$ cat src/rtl/xbar_phase_xactor.sv
// Crossbar phase transactor: queues full packets, plays headers then payloads on
// crossbar phase strobes, and reassembles the looped-back words into result packets.
module xbar_phase_xactor #(
  parameter int PORTS = 4,
  parameter int PKT_W = 8,
  parameter int DEPTH = 4
) (
  input  logic                         clk,
  input  logic                         rst,
  input  logic                         in_valid,
  output logic                         in_ready,
  input  logic [PORTS*2*PKT_W-1:0]     in_data,
  input  logic                         phase_stb,
  input  logic                         header_present,
  output logic [PORTS*PKT_W-1:0]       dut_data,
  input  logic [PORTS*PKT_W-1:0]       res_data,
  output logic                         out_valid,
  input  logic                         out_ready,
  output logic [PORTS*2*PKT_W-1:0]     out_data,
  output logic [$clog2(DEPTH+1)-1:0]   fifo_level,
  output logic [15:0]                  ovf_cnt
);
  localparam int PW = PORTS*2*PKT_W;
  localparam int WW = PORTS*PKT_W;
  localparam int CW = $clog2(DEPTH+1);
  localparam int AW = $clog2(DEPTH);
  localparam logic [CW-1:0] DEPTH_C = CW'(DEPTH);

  typedef enum logic [1:0] {IDLE, HDR, PAY} state_e;

  state_e        state_q, state_d;
  logic [PW-1:0] mem_q [DEPTH];
  logic [AW-1:0] wr_ptr_q, wr_ptr_d, rd_ptr_q, rd_ptr_d;
  logic [CW-1:0] count_q, count_d;
  logic [PW-1:0] cur_q, cur_d;
  logic [WW-1:0] dut_data_q, dut_data_d;
  logic [WW-1:0] rx_hdr_q, rx_hdr_d, rx_pay_q, rx_pay_d;
  logic          out_valid_q, out_valid_d;
  logic [PW-1:0] out_data_q, out_data_d;
  logic [15:0]   ovf_q, ovf_d;
  logic          push, pop, leave_hdr, leave_pay, fifo_empty;
  logic [WW-1:0] cur_hdr, cur_pay;
  logic [PW-1:0] result;

  assign in_ready   = (count_q < DEPTH_C);
  assign fifo_empty = (count_q == '0);
  assign push       = in_valid && in_ready;

  // Per-port split of the packet entering the transmitter and merge of the returned words.
  for (genvar gi = 0; gi < PORTS; gi++) begin : g_port
    assign cur_hdr[gi*PKT_W +: PKT_W]     = cur_d[gi*2*PKT_W + PKT_W +: PKT_W];
    assign cur_pay[gi*PKT_W +: PKT_W]     = cur_d[gi*2*PKT_W +: PKT_W];
    assign result[gi*2*PKT_W +: 2*PKT_W]  = {rx_hdr_q[gi*PKT_W +: PKT_W], rx_pay_d[gi*PKT_W +: PKT_W]};
  end

  always_ff @(posedge clk) begin
    if (push) mem_q[wr_ptr_q] <= in_data;
  end

  always_ff @(posedge clk or negedge rst) begin
    if (!rst) begin
      state_q     <= IDLE;
      wr_ptr_q    <= '0;
      rd_ptr_q    <= '0;
      count_q     <= '0;
      cur_q       <= '0;
      dut_data_q  <= '0;
      rx_hdr_q    <= '0;
      rx_pay_q    <= '0;
      out_valid_q <= 1'b0;
      out_data_q  <= '0;
      ovf_q       <= '0;
    end else begin
      state_q     <= state_d;
      wr_ptr_q    <= wr_ptr_d;
      rd_ptr_q    <= rd_ptr_d;
      count_q     <= count_d;
      cur_q       <= cur_d;
      dut_data_q  <= dut_data_d;
      rx_hdr_q    <= rx_hdr_d;
      rx_pay_q    <= rx_pay_d;
      out_valid_q <= out_valid_d;
      out_data_q  <= out_data_d;
      ovf_q       <= ovf_d;
    end
  end

  always_comb begin
    state_d   = state_q;
    pop       = 1'b0;
    leave_hdr = 1'b0;
    leave_pay = 1'b0;
    if (phase_stb) begin
      case (state_q)
        IDLE: if (header_present && !fifo_empty) begin
          state_d = HDR;
          pop     = 1'b1;
        end
        HDR: if (!header_present) begin
          state_d   = PAY;
          leave_hdr = 1'b1;
        end
        PAY: if (header_present) begin
          leave_pay = 1'b1;
          if (!fifo_empty) begin
            state_d = HDR;
            pop     = 1'b1;
          end else begin
            state_d = IDLE;
          end
        end
        default: state_d = IDLE;
      endcase
    end
  end

  always_comb begin
    wr_ptr_d    = wr_ptr_q;
    rd_ptr_d    = rd_ptr_q;
    count_d     = count_q;
    cur_d       = cur_q;
    rx_hdr_d    = rx_hdr_q;
    rx_pay_d    = rx_pay_q;
    out_valid_d = out_valid_q;
    out_data_d  = out_data_q;
    ovf_d       = ovf_q;
    dut_data_d  = '0;
    if (push) wr_ptr_d = wr_ptr_q + AW'(1);
    if (pop) begin
      rd_ptr_d = rd_ptr_q + AW'(1);
      cur_d    = mem_q[rd_ptr_q];
    end
    case ({push, pop})
      2'b10:   count_d = count_q + CW'(1);
      2'b01:   count_d = count_q - CW'(1);
      default: count_d = count_q;
    endcase
    if (leave_hdr) rx_hdr_d = res_data;
    if (leave_pay) rx_pay_d = res_data;
    if (out_valid_q && out_ready) out_valid_d = 1'b0;
    // A completion that finds the output slot still occupied is dropped and counted.
    if (leave_pay) begin
      if (!out_valid_q || out_ready) begin
        out_valid_d = 1'b1;
        out_data_d  = result;
      end else if (ovf_q != 16'hFFFF) begin
        ovf_d = ovf_q + 16'd1;
      end
    end
    case (state_d)
      HDR:     dut_data_d = cur_hdr;
      PAY:     dut_data_d = cur_pay;
      default: dut_data_d = '0;
    endcase
  end

  assign dut_data   = dut_data_q;
  assign out_valid  = out_valid_q;
  assign out_data   = out_data_q;
  assign fifo_level = count_q;
  assign ovf_cnt    = ovf_q;
endmodule
$ cat config.mk
export PLATFORM = sky130hd
export DESIGN_NAME = xbar_phase_xactor
export DESIGN_NICKNAME = d
export VERILOG_FILES = /design/src/rtl/xbar_phase_xactor.sv
export SDC_FILE = /design/constraint.sdc
export NUM_CORES = 1
export LEC_CHECK = 0
export CORE_AREA = 2 2 146 219
export DETAILED_ROUTE_END_ITERATION = 8
export DIE_AREA = 0 0 148 221
export GPL_TIMING_DRIVEN = 1
export PLACE_DENSITY = 0.84
export SETUP_SLACK_MARGIN = 0.2
export SLEW_MARGIN = 20
export SYNTH_ARGS = -nofsm -noshare
export SYNTH_HDL_FRONTEND = slang
export SYNTH_SLANG_ARGS = --single-unit
export TNS_END_PERCENT = 5
$ cat constraint.sdc
create_clock -name clk -period 6.5 [get_ports clk]
set_input_delay 1.3 -clock clk [delete_from_list [all_inputs] [get_ports clk]]
set_output_delay 1.3 -clock clk [all_outputs]
set_load 0.01 [all_outputs]
==> reports/metrics.cfg <==
[global_route]
grt_pass1_vias = 10172
grt_max_degree = 91
grt_pass1_wl_um = 56900
grtUsageTotal_pct = 22.7
antenna_found_initial = 2
overflow = 0

[clock_tree]
htreeDepth = 2
cts_resized = 0
cts_tree = done
ctsRootBufferMaster = clkbuf_16
path_clk_slew_ns = 0.06
insertion_delay_ns = 0.55
cts_setup_buffers = 0
cts.sinks = 474
cts_hold_buf = 0
cts_made_buffers = 42
clockBufferDepth = 3

[setup_path]
cpMaxStageDelayCell = nor3_4
critPathCaptureType = register
required_ns = 6.98
r2r-start = fifo_level[0]
worstReg2RegEnd = dut_data[15]
cp-endpoint = dut_data[15]
reg2regPathDepth = 8
critical_path_class = in -> reg
critPathLaunch = header_present
worst-path-stages = 9
cp_num_buf_inv = 2
crit_fanout = 32
cp-start-kind = input port
path_cells = clkdlybuf4s50_1 -> nand2_1 -> nor3_4 -> a21oi_1 -> ha_1 -> nor4bb_4 -> buf_4 -> a22o_1 -> a31o_2
cp_top_family = simple AND/OR/NAND/NOR gates
cpPeakStageDelay_ns = 0.74
r2r_slack_ns = 3.35
arrival_ns = 4.53

[outcome]
status = completed

[layout]
synthToLayoutAreaGrowth_pct = 23.3
postLayoutCoreUtil_pct = 71.6
finalNetCount = 1248
drive_gt1_share_pct = 30.3
fin_area_sq_um = 22100
stdcell_count = 1577
fillers = 1921

[worst_hold_path]
hold_class = reg -> reg

[sta]
tns_ns = 0
slew_violations = 0
timing.hold.ws_ns = 0.500
clock.fmax_mhz = 247
clock_skew_ns = 0.0135
hold_violations = 0
final.setup.worst_slack_ns = 2.45
slew_headroom_pct = 28.3
timing.final.crit_period_ns = 4.05
rsz0062_at_grt = false
min_period_over_period_pct = 62.3
setup_viol = 0
worst_slew_pin_slew_ns = 1.07

[routing]
via_per_inst = 5.87
wl_met2_um = 19500
route.detailed.drc = 0
highest_layer = met5
drt_iter0_markers = 376
wl_met1_um = 13600
vias = 9252
drtPass1Iterations = 4
routedWlPerCell_um = 23.1
routed_wl_um = 36400
dr_wl_met3_um = 2230
ant_nets = 0

[power_and_ir_drop]
vdd_drop_max_uv = 326
power_density_nw_per_um2 = 452
power_leakage_nw = 8.37
p_total_mw = 9.98

[floorplan]
core_sq_um = 30800
row_count = 79
die_w_um = 148
die-area_sq_um = 32700
num_io_pins = 219
die_height_um = 221
initial_utilization_pct = 58.0

[placed_design]
dp_cells = 1498
hpwl_um = 21900
place_congestion = 0.766
io_buffer_count = 218
place_ws_ns = 1.95
placed_area_sq_um = 20500

[logic_synthesis]
yosysSeqAreaShare_pct = 73.4
yosysWarnings = 0
ys_seq_elements = 474
avgSynthCellArea_sq_um = 19.6
synth-async-reset-ratio_pct = 46.0
synth_area_leaders = edfxtp_1, dfrtp_1, mux2_2
synth_edf_count = 256
synth_top_area_cell = edfxtp_1
synth_ff_type = edfxtp_1
netlist_area_sq_um = 17900
synth_top_area_share_pct = 42.9
synthCells = 911
ys_types = 39
syn_nets = 1022

[job]
drv_cap = 0

cell type report:
class	instances	area [sq um]	share of cell area (%)
clock inverter	26	365	1.66
sequential	474	13100	59.6
antenna	2	5.00	0.0227
timing repair buffer	229	2270	10.3
inverter	12	45.0	0.204
clock buffer	51	1180	5.35
tap	405	507	2.30
multi-input combinational	378	4550	20.6
cells in the mapped netlist (5+ instances only):
cell and count:
clkbuf_1 20, nand2_1 8, a22o_1 32, inv_1 12, buf_2 24, mux4_2 64
dfrtp_1 218, mux2_2 162, nand3_1 5, edfxtp_1 256, a31o_2 32, nor2_1 5
xor2_1 16, ha_1 8, nor3_1 6
sequential cells by signal, indices dropped and copies added (netlist names):
| name | count |
|---|---|
| rd_ptr_q | 2 |
| ovf_cnt | 16 |
| mem_q | 256 |
| wr_ptr_q | 2 |
| state_q | 2 |
| out_data | 64 |
| fifo_level | 3 |
| out_valid | 1 |
| dut_data | 32 |
| rx_hdr_q | 32 |
| cur_q | 64 |
worst min path at each step:
stage | startpoint | end | slack, ns | cells past startpoint
CTS | ovf_cnt[15] | ovf_cnt[15] | 0.50 | 1
global placement | rx_hdr_q[27] | out_data[59] | 0.48 | 1
detailed placement | ovf_cnt[15] | ovf_cnt[15] | 0.49 | 1
global route | cur_q[22] | cur_q[22] | 0.51 | 1
floorplan | cur_q[6] | cur_q[6] | 0.47 | 1
finish | cur_q[22] | cur_q[22] | 0.50 | 1
where the power goes:
part           total [mW]  internal [mW]  leakage [nW]  switching [mW]
logic                2.80           1.55          2.56            1.25
registers            4.45           4.02          5.04           0.431
clock network        2.73           1.66         0.763            1.07
cells in the final DEF (no fill, tap or decap), types with 4 or more instances in the layout:
cell             instances
edfxtp_1               256
clkdlybuf4s50_1        217
dfrtp_1                216
mux2_2                 162
mux4_2                  64
clkbuf_16               46
a22o_1                  32
a31o_2                  32
xor2_1                  16
inv_1                   12
buf_4                   11
bufinv_16                9
nand2_1                  8
ha_1                     8
clkinv_2                 7
nor3_1                   6
nor2_1                   5
clkinv_1                 5
o21ai_0                  4
and2_4                   4
xnor2_1                  4
nand4_1                  4
nand3_1                  4
clkbuf_1                 4
cell families after synthesis:
logic type,after synthesis,share of synthesized area (%)
AOI/OAI and AO/OA,71,3.37
adders and majority gates,9,0.671
DFF,474,73.4
and+or+nand+nor,52,1.89
xor gates and xnor gates,20,0.978
muxes,226,18.2
buffers and inverters,59,1.43
metal layers:
| metal | track usage [%] | vias up |
|---|---|---|
| li1 | - | 4011 |
| met1 | 27.9 | 4842 |
| met2 | 39.7 | 332 |
| met3 | 4.33 | 65 |
| met4 | 8.88 | 2 |
| met5 | 0 | - |
No activity file was read; power rests on OpenSTA's default activity.
